<file path="src/rtl/cpu_trace_pkg.sv">
// Shared constants, state encoding and ASCII helpers for the CPU trace emitter.
package cpu_trace_pkg;

    localparam logic [7:0] ASC_HAT    = 8'h5E;
    localparam logic [7:0] ASC_AT     = 8'h40;
    localparam logic [7:0] ASC_COLON  = 8'h3A;
    localparam logic [7:0] ASC_DOLLAR = 8'h24;
    localparam logic [7:0] ASC_STAR   = 8'h2A;
    localparam logic [7:0] ASC_LT     = 8'h3C;
    localparam logic [7:0] ASC_EQ     = 8'h3D;
    localparam logic [7:0] ASC_HASH   = 8'h23;
    localparam logic [7:0] ASC_SP     = 8'h20;

    localparam logic [13:0] TIME_MAX = 14'd9999;

    typedef enum logic [4:0] {
        ST_IDLE, ST_CONV, ST_HAT, ST_TIME, ST_AT, ST_PC, ST_COLON, ST_SP1, ST_TAG,
        ST_REG, ST_ADDR, ST_SP2, ST_LT, ST_EQ, ST_SP3, ST_DATA, ST_HASH
    } state_t;

    function automatic logic [7:0] hex_ascii(input logic [3:0] nib);
        return (nib < 4'd10) ? (8'h30 + {4'h0, nib}) : (8'h57 + {4'h0, nib});
    endfunction

    function automatic logic [7:0] dec_ascii(input logic [3:0] dig);
        return 8'h30 + {4'h0, dig};
    endfunction

endpackage

</file>
<file path="src/rtl/cpu_trace_emitter_if.sv">
// Record handshake and character stream of the CPU trace emitter.
interface cpu_trace_emitter_if;
    logic        rec_valid;
    logic        rec_ready;
    logic        rec_kind;
    logic [13:0] rec_time;
    logic [31:0] rec_pc;
    logic [4:0]  rec_reg;
    logic [31:0] rec_addr;
    logic [31:0] rec_data;
    logic [7:0]  char_out;
    logic        char_valid;
    logic        char_ready;
    logic        busy;

    modport slave (
        input  rec_valid, rec_kind, rec_time, rec_pc, rec_reg, rec_addr, rec_data, char_ready,
        output rec_ready, char_out, char_valid, busy
    );

    modport master (
        output rec_valid, rec_kind, rec_time, rec_pc, rec_reg, rec_addr, rec_data, char_ready,
        input  rec_ready, char_out, char_valid, busy
    );
endinterface

</file>
<file path="src/rtl/bin2bcd_seq.sv">
// Sequential double-dabble: 14-bit binary to four BCD digits, one shift per cycle.
module bin2bcd_seq (
    input  logic            clk,
    input  logic            reset,
    input  logic            start,
    input  logic [13:0]     bin,
    output logic            done,
    output logic [3:0][3:0] bcd
);
    logic [13:0] bin_q, bin_d;
    logic [15:0] bcd_q, bcd_d, adj;
    logic [3:0]  cnt_q, cnt_d;
    logic        done_q, done_d;

    always_comb begin
        adj = bcd_q;
        for (int i = 0; i < 4; i++) begin
            if (bcd_q[i*4 +: 4] >= 4'd5) adj[i*4 +: 4] = bcd_q[i*4 +: 4] + 4'd3;
        end
        bin_d  = bin_q;
        bcd_d  = bcd_q;
        cnt_d  = cnt_q;
        done_d = done_q;
        if (start) begin
            bin_d  = bin;
            bcd_d  = '0;
            cnt_d  = 4'd14;
            done_d = 1'b0;
        end else if (cnt_q != 4'd0) begin
            {bcd_d, bin_d} = {adj, bin_q} << 1;
            cnt_d  = cnt_q - 4'd1;
            done_d = (cnt_q == 4'd1);
        end
    end

    always_ff @(posedge clk) begin
        if (reset) begin
            bin_q  <= '0;
            bcd_q  <= '0;
            cnt_q  <= '0;
            done_q <= 1'b0;
        end else begin
            bin_q  <= bin_d;
            bcd_q  <= bcd_d;
            cnt_q  <= cnt_d;
            done_q <= done_d;
        end
    end

    assign done = done_q;
    assign bcd  = bcd_q;
endmodule

</file>
<file path="src/rtl/cpu_trace_emitter.sv">
// Serialises one write-back record per handshake into a '^time@pc: ... <= data#' ASCII line.
module cpu_trace_emitter
    import cpu_trace_pkg::*;
(
    input  logic               clk,
    input  logic               reset,
    cpu_trace_emitter_if.slave tr
);
    state_t      state_q, state_d, adv_state;
    logic [2:0]  idx_q, idx_d, adv_idx, tstart;
    logic        kind_q, kind_d;
    logic [31:0] pc_q, pc_d, addr_q, addr_d, data_q, data_d;
    logic [4:0]  reg_q, reg_d;
    logic [7:0]  char_out_q, char_out_d, adv_char;
    logic        char_valid_q, char_valid_d;
    logic        rec_ready, accept, bcd_done;
    logic [13:0] time_clamped;
    logic [3:0][3:0] bcd_dig;
    logic [1:0]  reg_tens;
    logic [3:0]  reg_ones;

    assign rec_ready    = !reset && (state_q == ST_IDLE);
    assign accept       = tr.rec_valid && rec_ready;
    assign time_clamped = (tr.rec_time > TIME_MAX) ? TIME_MAX : tr.rec_time;

    bin2bcd_seq u_bcd (
        .clk   (clk),
        .reset (reset),
        .start (accept),
        .bin   (time_clamped),
        .done  (bcd_done),
        .bcd   (bcd_dig)
    );

    // Leading-zero suppression: start at the highest nonzero digit, else the units digit.
    assign tstart = (bcd_dig[3] != 4'd0) ? 3'd3 :
                    (bcd_dig[2] != 4'd0) ? 3'd2 :
                    (bcd_dig[1] != 4'd0) ? 3'd1 : 3'd0;

    assign reg_tens = (reg_q >= 5'd30) ? 2'd3 : (reg_q >= 5'd20) ? 2'd2 :
                      (reg_q >= 5'd10) ? 2'd1 : 2'd0;
    assign reg_ones = 4'(reg_q - ({reg_tens, 3'b000} + {2'b00, reg_tens, 1'b0}));

    always_comb begin
        adv_state = state_q;
        adv_idx   = idx_q;
        case (state_q)
            ST_HAT:   begin adv_state = ST_TIME; adv_idx = tstart; end
            ST_TIME:  if (idx_q == 3'd0) adv_state = ST_AT; else adv_idx = idx_q - 3'd1;
            ST_AT:    begin adv_state = ST_PC; adv_idx = 3'd7; end
            ST_PC:    if (idx_q == 3'd0) adv_state = ST_COLON; else adv_idx = idx_q - 3'd1;
            ST_COLON: adv_state = ST_SP1;
            ST_SP1:   adv_state = ST_TAG;
            ST_TAG: begin
                if (kind_q) begin
                    adv_state = ST_ADDR;
                    adv_idx   = 3'd7;
                end else begin
                    adv_state = ST_REG;
                    adv_idx   = (reg_q >= 5'd10) ? 3'd1 : 3'd0;
                end
            end
            ST_REG, ST_ADDR: if (idx_q == 3'd0) adv_state = ST_SP2; else adv_idx = idx_q - 3'd1;
            ST_SP2:   adv_state = ST_LT;
            ST_LT:    adv_state = ST_EQ;
            ST_EQ:    adv_state = ST_SP3;
            ST_SP3:   begin adv_state = ST_DATA; adv_idx = 3'd7; end
            ST_DATA:  if (idx_q == 3'd0) adv_state = ST_HASH; else adv_idx = idx_q - 3'd1;
            ST_HASH:  adv_state = ST_IDLE;
            default:  adv_state = state_q;
        endcase
    end

    always_comb begin
        adv_char = 8'h00;
        case (adv_state)
            ST_HAT:   adv_char = ASC_HAT;
            ST_TIME:  adv_char = dec_ascii(bcd_dig[adv_idx[1:0]]);
            ST_AT:    adv_char = ASC_AT;
            ST_PC:    adv_char = hex_ascii(pc_q[{adv_idx, 2'b00} +: 4]);
            ST_COLON: adv_char = ASC_COLON;
            ST_SP1, ST_SP2, ST_SP3: adv_char = ASC_SP;
            ST_TAG:   adv_char = kind_q ? ASC_STAR : ASC_DOLLAR;
            ST_REG:   adv_char = (adv_idx != 3'd0) ? dec_ascii({2'b00, reg_tens}) : dec_ascii(reg_ones);
            ST_ADDR:  adv_char = hex_ascii(addr_q[{adv_idx, 2'b00} +: 4]);
            ST_LT:    adv_char = ASC_LT;
            ST_EQ:    adv_char = ASC_EQ;
            ST_DATA:  adv_char = hex_ascii(data_q[{adv_idx, 2'b00} +: 4]);
            ST_HASH:  adv_char = ASC_HASH;
            default:  adv_char = 8'h00;
        endcase
    end

    always_comb begin
        state_d      = state_q;
        idx_d        = idx_q;
        kind_d       = kind_q;
        pc_d         = pc_q;
        reg_d        = reg_q;
        addr_d       = addr_q;
        data_d       = data_q;
        char_out_d   = char_out_q;
        char_valid_d = char_valid_q;
        case (state_q)
            ST_IDLE: begin
                if (accept) begin
                    kind_d  = tr.rec_kind;
                    pc_d    = tr.rec_pc;
                    reg_d   = tr.rec_reg;
                    addr_d  = tr.rec_addr;
                    data_d  = tr.rec_data;
                    state_d = ST_CONV;
                end
            end
            ST_CONV: begin
                if (bcd_done) begin
                    state_d      = ST_HAT;
                    idx_d        = 3'd0;
                    char_out_d   = ASC_HAT;
                    char_valid_d = 1'b1;
                end
            end
            default: begin
                // The presented character is held until the sink takes it.
                if (char_valid_q && tr.char_ready) begin
                    state_d = adv_state;
                    idx_d   = adv_idx;
                    if (adv_state == ST_IDLE) char_valid_d = 1'b0;
                    else                      char_out_d   = adv_char;
                end
            end
        endcase
    end

    always_ff @(posedge clk) begin
        if (reset) begin
            state_q      <= ST_IDLE;
            idx_q        <= '0;
            kind_q       <= 1'b0;
            pc_q         <= '0;
            reg_q        <= '0;
            addr_q       <= '0;
            data_q       <= '0;
            char_out_q   <= 8'h00;
            char_valid_q <= 1'b0;
        end else begin
            state_q      <= state_d;
            idx_q        <= idx_d;
            kind_q       <= kind_d;
            pc_q         <= pc_d;
            reg_q        <= reg_d;
            addr_q       <= addr_d;
            data_q       <= data_d;
            char_out_q   <= char_out_d;
            char_valid_q <= char_valid_d;
        end
    end

    assign tr.rec_ready  = rec_ready;
    assign tr.char_out   = char_out_q;
    assign tr.char_valid = char_valid_q;
    assign tr.busy       = (state_q != ST_IDLE);
endmodule

</file>
<file path="src/flat_wrapper.sv">
// flat-port wrapper written by rule: the top's interface ports become plain ports
module cpu_trace_emitter_flat import cpu_trace_pkg::*;
  (clk, reset, tr_rec_valid, tr_rec_kind, tr_rec_time, tr_rec_pc, tr_rec_reg, tr_rec_addr, tr_rec_data, tr_char_ready, tr_rec_ready, tr_char_out, tr_char_valid, tr_busy);
  cpu_trace_emitter_if tr_i ();
  input  logic clk;
  input  logic reset;
  input wire logic [$bits(tr_i.rec_valid)-1:0] tr_rec_valid;
  input wire logic [$bits(tr_i.rec_kind)-1:0] tr_rec_kind;
  input wire logic [$bits(tr_i.rec_time)-1:0] tr_rec_time;
  input wire logic [$bits(tr_i.rec_pc)-1:0] tr_rec_pc;
  input wire logic [$bits(tr_i.rec_reg)-1:0] tr_rec_reg;
  input wire logic [$bits(tr_i.rec_addr)-1:0] tr_rec_addr;
  input wire logic [$bits(tr_i.rec_data)-1:0] tr_rec_data;
  input wire logic [$bits(tr_i.char_ready)-1:0] tr_char_ready;
  output wire logic [$bits(tr_i.rec_ready)-1:0] tr_rec_ready;
  output wire logic [$bits(tr_i.char_out)-1:0] tr_char_out;
  output wire logic [$bits(tr_i.char_valid)-1:0] tr_char_valid;
  output wire logic [$bits(tr_i.busy)-1:0] tr_busy;
  assign tr_i.rec_valid = tr_rec_valid;
  assign tr_i.rec_kind = tr_rec_kind;
  assign tr_i.rec_time = tr_rec_time;
  assign tr_i.rec_pc = tr_rec_pc;
  assign tr_i.rec_reg = tr_rec_reg;
  assign tr_i.rec_addr = tr_rec_addr;
  assign tr_i.rec_data = tr_rec_data;
  assign tr_i.char_ready = tr_char_ready;
  assign tr_rec_ready = tr_i.rec_ready;
  assign tr_char_out = tr_i.char_out;
  assign tr_char_valid = tr_i.char_valid;
  assign tr_busy = tr_i.busy;
  cpu_trace_emitter u_core (.clk(clk), .reset(reset), .tr(tr_i));
endmodule
</file>
<file path="config.mk">
export PLATFORM = sky130hd
export DESIGN_NAME = cpu_trace_emitter_flat
export DESIGN_NICKNAME = d
export VERILOG_FILES = /design/src/rtl/cpu_trace_pkg.sv /design/src/rtl/cpu_trace_emitter_if.sv /design/src/rtl/bin2bcd_seq.sv /design/src/rtl/cpu_trace_emitter.sv /design/src/flat_wrapper.sv
export SDC_FILE = /design/constraint.sdc
export NUM_CORES = 1
export LEC_CHECK = 0
export ABC_AREA = 0
export BUFFER_PORTS_ARGS = -buffer_cell sky130_fd_sc_hd__buf_4
export CAP_MARGIN = 0
export CORE_AREA = 2 2 112 158
export CTS_CLUSTER_SIZE = 28
export DETAILED_ROUTE_END_ITERATION = 8
export DIE_AREA = 0 0 114 160
export PLACE_DENSITY = 0.71
export RECOVER_POWER = 50
export REMOVE_ABC_BUFFERS = 1
export SLEW_MARGIN = 20
export SYNTH_ARGS = -nofsm -noshare
export SYNTH_HDL_FRONTEND = slang
export SYNTH_SLANG_ARGS = --single-unit
</file>
<file path="constraint.sdc">
create_clock -name clk -period 4.3 [get_ports clk]
set_input_delay 0 -clock clk [delete_from_list [all_inputs] [get_ports clk]]
set_output_delay 0 -clock clk [all_outputs]
set_load 0.01 [all_outputs]
</file>
==> impl_metrics.py <==
metrics = {
    "drt": {
        "drtPass1Iterations": 5,
        "drt_iter0_markers": 735,
        "wl_per_cell_um": 16.5,
        "vias_per_cell": 5.62,
        "ant_nets": 0,
        "dr_total_vias": 8491,
        "routed_wl_mm": 24.9,
        "drc": 0,
    },
    "critical_path": {
        "crit_type": "reg -> reg",
        "cp.required_ns": 4.58,
        "crit_path_start_kind": "register",
        "critPathMaxFanout": 17,
        "worstPathArrival_ns": 4.26,
        "worstSetupEndpointType": "register",
    },
    "global_route": {
        "use_met1_pct": 32.1,
        "gr-usage-met2_pct": 48.3,
        "antenna_found_initial": 1,
        "grt_max_degree": 100,
        "met3_usage_pct": 5.01,
        "gr-total-overflow": 0,
        "grt_pass1_wl_mm": 40.2,
        "grt_busiest_layer": "met2",
        "grtUsageTotal_pct": 27.4,
        "grt_pass1_vias": 8293,
    },
    "run_status": {
        "run_status": "complete, no violations",
    },
    "timing": {
        "drv_slew": 0,
        "hold_violations": 0,
        "rsz0062_at_grt": "false",
        "setup_viol": 0,
        "worst_pin_slew_ns": 1.15,
        "final.period_utilization_pct": 92.5,
        "fin_skew_ns": 0.00912,
        "post-route-worst-setup-slack_ns": 0.324,
        "final.min_clock_period_ns": 3.98,
        "fmax_mhz": 251,
        "slew_headroom_pct": 23.4,
    },
    "logic_synthesis": {
        "async_flop_share_pct": 0,
        "synthDistinctLibCells": 76,
        "synth_top_area_share_pct": 37.0,
        "synth_cells": 1071,
        "ys_seq_area_share_pct": 37.0,
        "synth_top_cell_by_area": "dfxtp_1",
        "yosysWarnings": 0,
        "synth-edff-count": 0,
        "avgSynthCellArea_um2": 7.72,
        "synth-main-ff-cell": "dfxtp_1",
        "ys_ff_latch": 153,
        "netlist_area_um2": 8270,
        "synthTopCellsByArea": "dfxtp_1 37%, nand2_1 13%, o21ai_0 8.0%, mux2i_1 4.1%, a21oi_1 3.5%",
    },
    "placement": {
        "place_ws_ns": 0.316,
        "dp_hpwl_mm": 16.1,
        "place_congestion": 0.926,
        "placed_cells": 1360,
        "port_buffers": 129,
    },
    "floorplanning": {
        "core_area_um2": 17000,
        "die_height_um": 160,
        "dieArea_um2": 18200,
        "row_count": 57,
        "die_w_um": 114,
        "start_util_pct": 48.7,
        "io_pins": 131,
    },
    "hold_path": {
        "min_path_type": "in -> reg",
    },
    "cts": {
        "clockBufferDepth": 2,
        "clock_latency_ns": 0.43,
        "numCtsBuffers": 17,
        "cts_tree": "done",
        "clk_pin_slew_ns": 0.07,
        "clock-sinks": 153,
        "htree_levels": 4,
        "cts_setup_buffers": 0,
        "cts_root_buf": "clkbuf_16",
    },
    "cells_and_area": {
        "final_common_cell": "nand2_1",
        "fillers": 1419,
        "drive_gt1_share_pct": 16.7,
        "area_delta_synth_final_pct": 34.7,
        "nets": 1431,
        "final-instance-count-excl-fill": 1511,
        "mostFrequentLayoutCells": "277 x nand2_1, 153 x dfxtp_1, 141 x buf_4",
    },
    "pwr": {
        "power.leakage_nw": 4.19,
        "vdd_drop_max_mv": 0.252,
        "power.density_nw_per_um2": 352,
    },
    "run": {
        "maxCapViolCount": 0,
    },
}
==> metrics by stage <==
stage                     util (%)  setup TNS (ns)  cell area, um2  total power [W]  hold slack [ns]
after CTS                     65.8               0           11200          0.00394          0.00459
after global placement        55.3               0            9380          0.00229            0.193
after global routing          65.6               0           11100          0.00409           0.0175
after detailed placement      55.3               0            9380          0.00231            0.199
after floorplan                  -          -86.80            7930          0.00204           0.0642
final                         65.6               0           11100          0.00393           0.0212
==> kinds of logic after synthesis <==
| family | after synthesis | share of synthesized area (%) |
|---|---|---|
| simple gates | 442 | 22.8 |
| xor+xnor | 11 | 1.35 |
| flops | 153 | 37.0 |
| mux | 53 | 8.29 |
| compound gates | 294 | 22.0 |
| fa+ha+maj | 21 | 3.15 |
| other cells | 1 | 0.0454 |
| buf+inv | 96 | 5.28 |
==> registers in the layout, indices dropped and copies added, names as in the netlist, 5 cells and up <==
signal	cells
u_core.addr_q	32
u_core.data_q	32
u_core.pc_q	32
u_core.u_bcd.bcd	16
u_core.u_bcd.bin_q	14
u_core.tr.char_out	7
u_core.reg_q	5
u_core.state_q	5
==> critical path: stages, from the launching register on <==
cell	delay [ns]
dfxtp_1	0.34
inv_1	0.12
ha_1	0.16
nor3b_1	0.37
buf_4	0.19
o21ai_0	0.08
a211oi_1	0.45
o41ai_1	0.19
nand2_1	0.19
buf_12	0.19
mux2_2	0.34
o22ai_1	0.24
or2_2	0.15
ha_1	0.16
o21ai_0	0.10
a2111oi_0	0.40
a41oi_1	0.17
==> cells in the mapped netlist, types with 8 or more instances <==
cell,instances
nand2_1,277
dfxtp_1,153
o21ai_0,132
nor2_1,76
a21oi_1,57
clkbuf_1,46
mux2i_1,34
inv_1,24
ha_1,20
nor3_1,19
a211oi_1,18
a311oi_1,13
nand2b_1,13
nand3_1,11
nor2b_1,8
==> layout make-up <==
| type | instances | area [um2] | share of cell area (%) |
|---|---|---|---|
| tap | 206 | 258 | 2.31 |
| inverter | 26 | 97.6 | 0.876 |
| timing repair buffer | 271 | 2300 | 20.7 |
| sequential | 153 | 3060 | 27.5 |
| multi-input combinational | 822 | 4810 | 43.1 |
| clock buffer | 17 | 425 | 3.82 |
| antenna | 1 | 2.50 | 0.0225 |
| clock inverter | 15 | 181 | 1.63 |
==> what timing repair did <==
item | in CTS | in global routing
hold buffers | 118 | 0
endpoints found under the setup margin | 0 | 3
hold endpoints to repair | 116 | 0
resized for setup | 0 | 3
==> power by group <==
part	leakage, nW	switching (W)	internal (W)
registers	1.25	0.0000856	0.00153
clock network	0.302	0.000665	0.000882
logic	2.64	0.000407	0.000352
==> worst paths after layout <==
| kind | start | to | slack [ns] | cells past startpoint |
|---|---|---|---|---|
| hold reg to reg | u_core.pc_q[31] | u_core.pc_q[31] | 0.45 | 2 |
| setup reg to reg | u_core.u_bcd.bcd[9] | u_core.tr.char_out[2] | 0.32 | 16 |
| setup / recovery | u_core.u_bcd.bcd[9] | u_core.tr.char_out[2] | 0.32 | 16 |
| hold / removal | reset | u_core.u_bcd.bin_q[4] | 0.02 | 2 |
==> routing by layer <==
metal	vias to the layer above	wire (um)	part of all wire, %
met5	-	0	0
met1	3960	10100	41
met3	73	1150	4.6
li1	4175	-	-
met2	283	12700	51
met4	0	926	3.7
Note: power is estimated with default switching activity, not from simulation.
